## src/rtl/vga_timing_pkg.sv

```systemverilog
// Default 640x480@60 VGA timing constants, counter type and decode helpers
// shared by the sync generator, its interface and its counters.
package vga_timing_pkg;

  localparam int H_ACTIVE_DEF = 640;
  localparam int H_FP_DEF     = 16;
  localparam int H_SYNC_DEF   = 96;
  localparam int H_BP_DEF     = 48;

  localparam int V_ACTIVE_DEF = 480;
  localparam int V_FP_DEF     = 10;
  localparam int V_SYNC_DEF   = 2;
  localparam int V_BP_DEF     = 33;

  localparam bit SYNC_POL_DEF = 1'b0;
  localparam int CNT_W_DEF    = 10;

  localparam int H_TOTAL = H_ACTIVE_DEF + H_FP_DEF + H_SYNC_DEF + H_BP_DEF;
  localparam int V_TOTAL = V_ACTIVE_DEF + V_FP_DEF + V_SYNC_DEF + V_BP_DEF;

  localparam int H_SYNC_START = H_ACTIVE_DEF + H_FP_DEF;
  localparam int H_SYNC_END   = H_SYNC_START + H_SYNC_DEF - 1;
  localparam int V_SYNC_START = V_ACTIVE_DEF + V_FP_DEF;
  localparam int V_SYNC_END   = V_SYNC_START + V_SYNC_DEF - 1;

  typedef logic [CNT_W_DEF-1:0] cnt_t;

  // Registered control outputs, kept together so they update as one word.
  typedef struct packed {
    logic hsync;
    logic vsync;
    logic video_on;
    logic frame_tick;
  } sync_out_t;

  function automatic logic in_range(input int val, input int lo, input int hi);
    return (val >= lo) && (val <= hi);
  endfunction

  // Drives the sync pin to the active level when asserted, else to its inverse.
  function automatic logic sync_level(input logic active, input bit pol);
    return active ? pol : ~pol;
  endfunction

endpackage

```

## src/rtl/vga_sync_gen_if.sv

```systemverilog
// Pixel-enable input and timing outputs of the VGA sync generator; the
// generator side is master, the renderer / pin driver side is slave.
interface vga_sync_gen_if
  import vga_timing_pkg::*;
#(
  parameter int CNT_W = CNT_W_DEF
);

  logic             pix_en_i;
  logic             hsync_o;
  logic             vsync_o;
  logic             video_on_o;
  logic [CNT_W-1:0] pix_x_o;
  logic [CNT_W-1:0] pix_y_o;
  logic             frame_tick_o;

  modport master (
    input  pix_en_i,
    output hsync_o,
    output vsync_o,
    output video_on_o,
    output pix_x_o,
    output pix_y_o,
    output frame_tick_o
  );

  modport slave (
    output pix_en_i,
    input  hsync_o,
    input  vsync_o,
    input  video_on_o,
    input  pix_x_o,
    input  pix_y_o,
    input  frame_tick_o
  );

endinterface

```

## src/rtl/vga_sync_gen_mod_counter.sv

```systemverilog
// Enabled modulo counter: counts 0..max_val, exposes its next value for
// zero-latency decode and a carry on the enabled edge that wraps it.
module mod_counter #(
  parameter int W = 10
) (
  input  logic         clk,
  input  logic         rst,
  input  logic         en,
  input  logic [W-1:0] max_val,
  output logic [W-1:0] cnt,
  output logic [W-1:0] cnt_nxt,
  output logic         carry
);

  assign carry = en && (cnt == max_val);

  // NOTE: every combinational output gets a default before any branch, so no
  // path leaves it unassigned and no latch is inferred.
  always_comb begin
    cnt_nxt = cnt;
    if (carry) begin
      cnt_nxt = '0;
    end else if (en) begin
      cnt_nxt = cnt + W'(1);
    end
  end

  // NOTE: state registers use non-blocking assignment so all flops sample
  // their inputs from the same edge, independent of statement order.
  always_ff @(posedge clk) begin
    if (!rst) begin
      cnt <= '0;
    end else begin
      cnt <= cnt_nxt;
    end
  end

endmodule

```

## src/rtl/vga_sync_gen.sv

```systemverilog
// VGA timing generator on the system clock, advanced by a pixel-enable strobe;
// sync, video and coordinate outputs are registered from next-state counts.
module vga_sync_gen
  import vga_timing_pkg::*;
#(
  parameter int H_ACTIVE = H_ACTIVE_DEF,
  parameter int H_FP     = H_FP_DEF,
  parameter int H_SYNC   = H_SYNC_DEF,
  parameter int H_BP     = H_BP_DEF,
  parameter int V_ACTIVE = V_ACTIVE_DEF,
  parameter int V_FP     = V_FP_DEF,
  parameter int V_SYNC   = V_SYNC_DEF,
  parameter int V_BP     = V_BP_DEF,
  parameter bit SYNC_POL = SYNC_POL_DEF,
  parameter int CNT_W    = CNT_W_DEF
) (
  input logic            clk,
  input logic            rst,
  vga_sync_gen_if.master vga
);

  localparam int H_TOT = H_ACTIVE + H_FP + H_SYNC + H_BP;
  localparam int V_TOT = V_ACTIVE + V_FP + V_SYNC + V_BP;
  localparam int HS_LO = H_ACTIVE + H_FP;
  localparam int HS_HI = HS_LO + H_SYNC - 1;
  localparam int VS_LO = V_ACTIVE + V_FP;
  localparam int VS_HI = VS_LO + V_SYNC - 1;

  localparam logic [CNT_W-1:0] H_MAX = CNT_W'(H_TOT - 1);
  localparam logic [CNT_W-1:0] V_MAX = CNT_W'(V_TOT - 1);

  if ((H_TOT > (1 << CNT_W)) || (V_TOT > (1 << CNT_W))) begin : g_cnt_w_check
    $error("vga_sync_gen: H_TOTAL/V_TOTAL exceed 2**CNT_W");
  end

  logic [CNT_W-1:0] h_cnt;
  logic [CNT_W-1:0] h_nxt;
  logic [CNT_W-1:0] v_cnt;
  logic [CNT_W-1:0] v_nxt;
  logic             h_carry;
  logic             v_carry;

  mod_counter #(.W(CNT_W)) u_h_cnt (
    .clk     (clk),
    .rst     (rst),
    .en      (vga.pix_en_i),
    .max_val (H_MAX),
    .cnt     (h_cnt),
    .cnt_nxt (h_nxt),
    .carry   (h_carry)
  );

  // The vertical counter steps only on the edge the line wraps.
  mod_counter #(.W(CNT_W)) u_v_cnt (
    .clk     (clk),
    .rst     (rst),
    .en      (h_carry),
    .max_val (V_MAX),
    .cnt     (v_cnt),
    .cnt_nxt (v_nxt),
    .carry   (v_carry)
  );

  sync_out_t out_d;
  sync_out_t out_q;

  always_comb begin
    out_d            = '0;
    out_d.hsync      = sync_level(in_range(int'(h_nxt), HS_LO, HS_HI), SYNC_POL);
    out_d.vsync      = sync_level(in_range(int'(v_nxt), VS_LO, VS_HI), SYNC_POL);
    out_d.video_on   = (int'(h_nxt) < H_ACTIVE) && (int'(v_nxt) < V_ACTIVE);
    out_d.frame_tick = v_carry;
  end

  // Outputs move only on enabled edges, so video_on stays low after reset
  // until the first pixel is actually counted; the tick is a single clk.
  always_ff @(posedge clk) begin
    if (!rst) begin
      out_q.hsync      <= ~SYNC_POL;
      out_q.vsync      <= ~SYNC_POL;
      out_q.video_on   <= 1'b0;
      out_q.frame_tick <= 1'b0;
    end else if (vga.pix_en_i) begin
      out_q <= out_d;
    end else begin
      out_q.frame_tick <= 1'b0;
    end
  end

  assign vga.hsync_o      = out_q.hsync;
  assign vga.vsync_o      = out_q.vsync;
  assign vga.video_on_o   = out_q.video_on;
  assign vga.frame_tick_o = out_q.frame_tick;
  assign vga.pix_x_o      = h_cnt;
  assign vga.pix_y_o      = v_cnt;

endmodule

```

## src/flat_wrapper.sv

```systemverilog
// flat-port wrapper written by rule: the top's interface ports become plain ports
module vga_sync_gen_flat import vga_timing_pkg::*;
#(
  parameter int H_ACTIVE = H_ACTIVE_DEF,
  parameter int H_FP     = H_FP_DEF,
  parameter int H_SYNC   = H_SYNC_DEF,
  parameter int H_BP     = H_BP_DEF,
  parameter int V_ACTIVE = V_ACTIVE_DEF,
  parameter int V_FP     = V_FP_DEF,
  parameter int V_SYNC   = V_SYNC_DEF,
  parameter int V_BP     = V_BP_DEF,
  parameter bit SYNC_POL = SYNC_POL_DEF,
  parameter int CNT_W    = CNT_W_DEF
)
  (clk, rst, vga_pix_en_i, vga_hsync_o, vga_vsync_o, vga_video_on_o, vga_pix_x_o, vga_pix_y_o, vga_frame_tick_o);
  vga_sync_gen_if #(.CNT_W(CNT_W)) vga_i ();
  input logic clk;
  input logic rst;
  input wire logic [$bits(vga_i.pix_en_i)-1:0] vga_pix_en_i;
  output wire logic [$bits(vga_i.hsync_o)-1:0] vga_hsync_o;
  output wire logic [$bits(vga_i.vsync_o)-1:0] vga_vsync_o;
  output wire logic [$bits(vga_i.video_on_o)-1:0] vga_video_on_o;
  output wire logic [$bits(vga_i.pix_x_o)-1:0] vga_pix_x_o;
  output wire logic [$bits(vga_i.pix_y_o)-1:0] vga_pix_y_o;
  output wire logic [$bits(vga_i.frame_tick_o)-1:0] vga_frame_tick_o;
  assign vga_i.pix_en_i = vga_pix_en_i;
  assign vga_hsync_o = vga_i.hsync_o;
  assign vga_vsync_o = vga_i.vsync_o;
  assign vga_video_on_o = vga_i.video_on_o;
  assign vga_pix_x_o = vga_i.pix_x_o;
  assign vga_pix_y_o = vga_i.pix_y_o;
  assign vga_frame_tick_o = vga_i.frame_tick_o;
  vga_sync_gen #(.H_ACTIVE(H_ACTIVE), .H_FP(H_FP), .H_SYNC(H_SYNC), .H_BP(H_BP), .V_ACTIVE(V_ACTIVE), .V_FP(V_FP), .V_SYNC(V_SYNC), .V_BP(V_BP), .SYNC_POL(SYNC_POL), .CNT_W(CNT_W)) u_core (.clk(clk), .rst(rst), .vga(vga_i));
endmodule
```

## config.mk

```make
export PLATFORM = sky130hd
export DESIGN_NAME = vga_sync_gen_flat
export DESIGN_NICKNAME = d
export VERILOG_FILES = /design/src/rtl/vga_timing_pkg.sv /design/src/rtl/vga_sync_gen_if.sv /design/src/rtl/vga_sync_gen_mod_counter.sv /design/src/rtl/vga_sync_gen.sv /design/src/flat_wrapper.sv
export SDC_FILE = /design/constraint.sdc
export NUM_CORES = 1
export LEC_CHECK = 0
export CORE_MARGIN = 1
export CORE_UTILIZATION = 53
export CTS_BUF_LIST = sky130_fd_sc_hd__clkbuf_8
export CTS_CLUSTER_DIAMETER = 150
export DETAILED_ROUTE_END_ITERATION = 10
export PLACE_DENSITY = 0.83
export SETUP_SLACK_MARGIN = 0.3
export SYNTH_ARGS = -nofsm -noshare
export SYNTH_HDL_FRONTEND = slang
export SYNTH_HIERARCHICAL = 1
export SYNTH_SLANG_ARGS = --single-unit
export TNS_END_PERCENT = 1
```

## constraint.sdc

```tcl
create_clock -name clk -period 2.8 [get_ports clk]
set_input_delay 0.56 -clock clk [delete_from_list [all_inputs] [get_ports clk]]
set_output_delay 0.56 -clock clk [all_outputs]
set_load 0.03 [all_outputs]
```

==> flow_metrics.tcl, run 1 <==
set metrics [dict create \
    grt_pass1_vias 1170 \
    core_mm2 0.00232 \
    setup_viol 0 \
    dpl.cell_count 230 \
    max_freq_mhz 414 \
    gp_congestion 0.888 \
    max_stage_delay_ns 0.53 \
    drtAntennaViolNets 0 \
    grtUsageTotal_pct 26.4 \
    final_hold_viol_count 0 \
    fin_skew_ns 0.00445 \
    drive_above_1_share_pct 9.66 \
    status "finished, final reports clean" \
    numCtsBuffers 3 \
    start_kind "primary input" \
    syn_to_final_growth_pct 35.5 \
    cts_hold_buf 0 \
    cpMaxStageDelayCell "clkdlybuf4s50_1" \
    routed_wl_um 3340 \
    syn_inst 156 \
    start_util_pct 58.6 \
    port_buffers 26 \
    yosys_warnings 6 \
    post-route-util_pct 79.3 \
    critical_path_class "in -> reg" \
    drv_cap 0 \
    cts_num_sinks 24 \
    rsz0062_at_grt "yes" \
    die_height_um 52.6 \
    nets 213 \
    num_vias 1266 \
    dp_hpwl_um 2380 \
    critPathTopFamily "simple AND/OR/NAND/NOR gates" \
    overflow 0 \
    wire_per_inst_um 14.2 \
    cts-root-buf "clkbuf_8" \
    seq_area_um2 480 \
    hold_slack_ns 0.508 \
    hold_path_depth 2 \
    slew_viol_final 0 \
    finalInstanceArea_mm2 0.00184 \
    power.static_leakage_nw 0.699 \
    fin_crit_ns 2.42 \
    power_mw 0.664 \
    cp_max_fo 12 \
    place_area_mm2 0.00174 \
    antenna_found_initial 0 \
    netlist_area_mm2 0.00136 \
    io_pins 27 \
    cp.arrival_ns 2.57 \
    path_depth 9 \
    rows 17 \
    diodes 0 \
    cts.path.max_buffers 2 \
    fp.dieW_um 52.6 \
    synth.avg_cell_area_um2 8.70 \
    vdd_ir_drop_max_uv 342 \
    required_ns 2.95 \
    htree_levels 1 \
    grt_max_degree 14 \
    dr.pass1.iters 4 \
    grt_pass1_wl_um 5290 \
    drc 0 \
    r2r_cells 10 \
    insertion_delay_ns 0.27 \
    worst_path_most_repeated_cell "and3_1" \
    multi_input_area_um2 971 \
    vias_per_cell 5.39 \
    critPathBufInv 2 \
    pwr_density_cell_mw_per_mm2 361 \
    hold_class "reg -> reg" \
    cp_cell_sequence "clkdlybuf4s50_1 > buf_4 > and3_1 > nand4_1 > xor2_1 > nor2_1 > and3_1 > o32ai_1 > nand2_1" \
    end_kind "flop" \
    dieArea_mm2 0.00277 \
    fin_crit_sh_pct 86.3 \
    cts_tree "built" \
    fin_cells 235 \
    fillers 162 \
    cts.clk_slew.worst_paths_ns 0.09 \
    first_iter_violations 50 \
]
[sequential cells by signal (all words and copies together), names as in the netlist]
signal and flops:
u_core/vga.video_on_o 1, u_core/u_h_cnt/cnt 10, u_core/vga.vsync_o 1, u_core/vga.frame_tick_o 1
u_core/u_v_cnt/cnt 10, u_core/vga.hsync_o 1
[area by class of cell]
| cell class | instances | share of cell area (%) |
|---|---|---|
| Clock buffer | 4 | 2.99 |
| Timing Repair Buffer | 31 | 16.2 |
| Multi-Input combinational cell | 148 | 52.8 |
| Tap cell | 28 | 1.90 |
| Sequential cell | 24 | 26.1 |
[layout by cell type (no fill, tap or decap)]
cell / instances
nand4b_1: 3
o21ai_1: 1
nor3_4: 2
clkbuf_8: 4
nand3_1: 6
nor4_2: 1
xor2_1: 12
nand4_4: 2
nand2b_1: 1
xnor2_1: 26
ha_1: 2
o21ai_0: 1
o31ai_4: 2
o32ai_1: 1
nand2_1: 9
a21boi_1: 1
buf_4: 5
and4_1: 2
mux2i_1: 2
and3_4: 1
nand4_1: 7
and3_1: 2
dfxtp_1: 24
clkdlybuf4s50_1: 26
nor2_1: 38
conb_1: 20
nor3_1: 3
and3_2: 3
[per-stage QoR]
| step | setup TNS [ns] | setup slack, ns |
|---|---|---|
| global route | 0 | 0.251 |
| CTS | 0 | 0.303 |
| detailed placement | -0.0438 | -0.0438 |
| floorplan | 0 | 0.413 |
| finish | 0 | 0.383 |
| global placement | 0 | 0.0653 |
[layer usage]
metal	global-route usage, %	routed length [um]
met1	34.2	1550
met2	43.2	1570
met3	2.61	149
met4	12.7	69
met5	0	0
[tightest hold or removal path, stage by stage, from the launching register on]
cell and delay (ns):
dfxtp_1 0.32, nor2_1 0.08, o21ai_1 0.07
[where the power goes]
| part | switching (mW) | leakage (nW) | internal (mW) |
|---|---|---|---|
| clock network | 0.112 | 0.0288 | 0.126 |
| logic | 0.0451 | 0.476 | 0.0317 |
| registers | 0.00489 | 0.194 | 0.345 |
[what timing repair did]
item | CTS | global route
buffers inserted | 0 | 1
pin swaps | 0 | 3
gates resized for setup | 2 | 5
endpoints found under the setup margin | 2 | 2
gates cloned | 0 | 0
[final timing paths]
path,startpoint,end,slack [ns]
min reg2reg,u_core/vga.vsync_o$_SDFFE_PN1P_,u_core/vga.vsync_o$_SDFFE_PN1P_,0.51
max,vga_pix_en_i,u_core/vga.hsync_o$_SDFFE_PN1P_,0.38
max reg2reg,u_core/u_h_cnt/cnt[4]$_SDFF_PN0_,u_core/vga.vsync_o$_SDFFE_PN1P_,0.42
min,u_core/vga.vsync_o$_SDFFE_PN1P_,u_core/vga.vsync_o$_SDFFE_PN1P_,0.51
Power figures use the tool's default switching activity.
==> run 2: changes to the inputs <==
Settings changed: CORE_ASPECT_RATIO from default to 0.6.
==> flow_metrics.tcl, run 2 (synthesis results as in run 1) <==
set metrics [dict create \
    status "finished, final reports clean" \
    vdd_ir_drop_max_uv 324 \
    drtAntennaViolNets 0 \
    start_util_pct 59.2 \
    switchingPower_mw 0.162 \
    top_regs "u_core/u_h_cnt/cnt (10), u_core/u_v_cnt/cnt (10)" \
    dieArea_mm2 0.00277 \
    die_height_um 41.2 \
    fin_cells 241 \
    grtUsageTotal_pct 28.4 \
    cp_max_fo 4 \
    io_pins 27 \
    grt_pass1_vias 1105 \
    vias_per_cell 5.64 \
    max_freq_mhz 398 \
    num_vias 1360 \
    wire_per_inst_um 16.2 \
    htree_levels 1 \
    drv_cap 0 \
    fin_crit_sh_pct 89.8 \
    rows 13 \
    core_mm2 0.00229 \
    rsz0062_at_grt "yes" \
    final_cell_mix "nor2_1 (38), clkdlybuf4s50_1 (25), xnor2_1 (24), conb_1 (20), dfxtp_1 (17)" \
    end_kind "flop" \
    start_kind "flop" \
    p_int_mw 0.503 \
    antenna_found_initial 0 \
    overflow 0 \
    slew_viol_final 0 \
    pwr_density_cell_mw_per_mm2 353 \
    cts_num_sinks 24 \
    final_hold_viol_count 0 \
    cp.arrival_ns 2.66 \
    dp_hpwl_um 2740 \
    cts_tree "built" \
    first_iter_violations 117 \
    post-route-util_pct 82.3 \
    nets 217 \
    fillers 132 \
    drc 0 \
    fin_crit_ns 2.51 \
    port_buffers 26 \
    multi_input_area_um2 975 \
    fin_skew_ns 0.00325 \
    mostFrequentLayoutCell "nor2_1" \
    comb_power_share_pct 11.7 \
    routed_wl_um 3910 \
    cts.path.max_buffers 2 \
    setup_viol 0 \
    syn_to_final_growth_pct 39.0 \
    fp.dieW_um 67.3 \
    dr.pass1.iters 6 \
    power.share.clock_pct 35.7 \
    power.static_leakage_nw 0.727 \
    drive_above_1_share_pct 16.1 \
    numCtsBuffers 3 \
    grt_pass1_wl_um 5340 \
    cts-root-buf "clkbuf_8" \
    p_sw_share_pct 24.3 \
    cts_hold_buf 0 \
    seq_area_um2 489 \
    hold_class "reg -> reg" \
    gp_congestion 0.876 \
    seqPwrFrac_pct 52.6 \
    cts.clk_slew.worst_paths_ns 0.08 \
    critical_path_class "reg -> reg" \
    dpl.cell_count 234 \
    grt_max_degree 14 \
    required_ns 2.95 \
    insertion_delay_ns 0.27 \
    diodes 0 \
]
[run 2: cell count changes in the layout (fill, tap and decap cells not counted), moves of 2 or more]
cell,change
buf_4,+4
dfxtp_1,-7
nor3_2,+2
dfxtp_2,+7
xnor2_2,+2
xnor2_1,-2
[run 2: final timing paths]
kind / start / to / slack (ns) / depth (start not counted)
setup / recovery: u_core/u_h_cnt/cnt[9]$_SDFF_PN0_ / u_core/vga.vsync_o$_SDFFE_PN1P_ / 0.29 / 11
hold / removal: u_core/vga.video_on_o$_SDFFE_PN0P_ / u_core/vga.video_on_o$_SDFFE_PN0P_ / 0.50 / 2
setup reg to reg: u_core/u_h_cnt/cnt[9]$_SDFF_PN0_ / u_core/vga.vsync_o$_SDFFE_PN1P_ / 0.29 / 11
hold reg to reg: u_core/vga.video_on_o$_SDFFE_PN0P_ / u_core/vga.video_on_o$_SDFFE_PN0P_ / 0.50 / 2
[run 2: what timing repair did]
action / CTS / global route
pin swaps: 1 / 6
buffers inserted: 0 / 3
endpoints found under the setup margin: 2 / 3
hold endpoints to repair: 0 / 0
gates resized for setup: 2 / 13
[run 2: final cells by class]
class	count	area share, %
multi-input cells	148	51.7
clock buffers	4	2.92
flip-flops and latches	24	25.9
repair buffers	35	17.5
well taps	30	1.99
[run 2: layer usage]
metal / share of wire, % / wire length [um] / global-route usage, %
met3: 9.0 / 351 / 8.61
met2: 42 / 1660 / 42.0
met4: 3.1 / 121 / 11.2
met5: 0 / 0 / 0
met1: 46 / 1790 / 38.9
[run 2: critical path, stage by stage (launching register included)]
cell and delay [ns]:
dfxtp_2 0.37, xnor2_1 0.13, nand4_1 0.23, nor3_4 0.34, buf_4 0.17, nand4_1 0.19, nor2_1 0.19, xnor2_1 0.12
nor2_1 0.14, nand4_1 0.16, nor4_1 0.28, o21ai_1 0.08
[run 2: through the flow]
step	TNS (ns)	power [mW]	setup slack (ns)	area, um2	hold slack (ns)
after floorplan	0	0.404	0.413	1430	0.600
after global placement	0	0.426	0.0422	1750	0.464
after detailed placement	-0.0737	0.428	-0.0693	1750	0.499
after CTS	0	0.658	0.339	1820	0.509
after global routing	0	0.690	0.264	1890	0.533
final	0	0.665	0.285	1890	0.502
[run 2: power groups by stage]
stage          registers, mW  clock network (mW)  logic (mW)
6_report               0.350               0.238      0.0776
4_1_cts                0.350               0.237      0.0712
5_1_grt                0.351               0.255      0.0838
2_1_floorplan          0.366                   0      0.0387
3_5_place_dp           0.358                   0      0.0702
3_3_place_gp           0.358                   0      0.0685
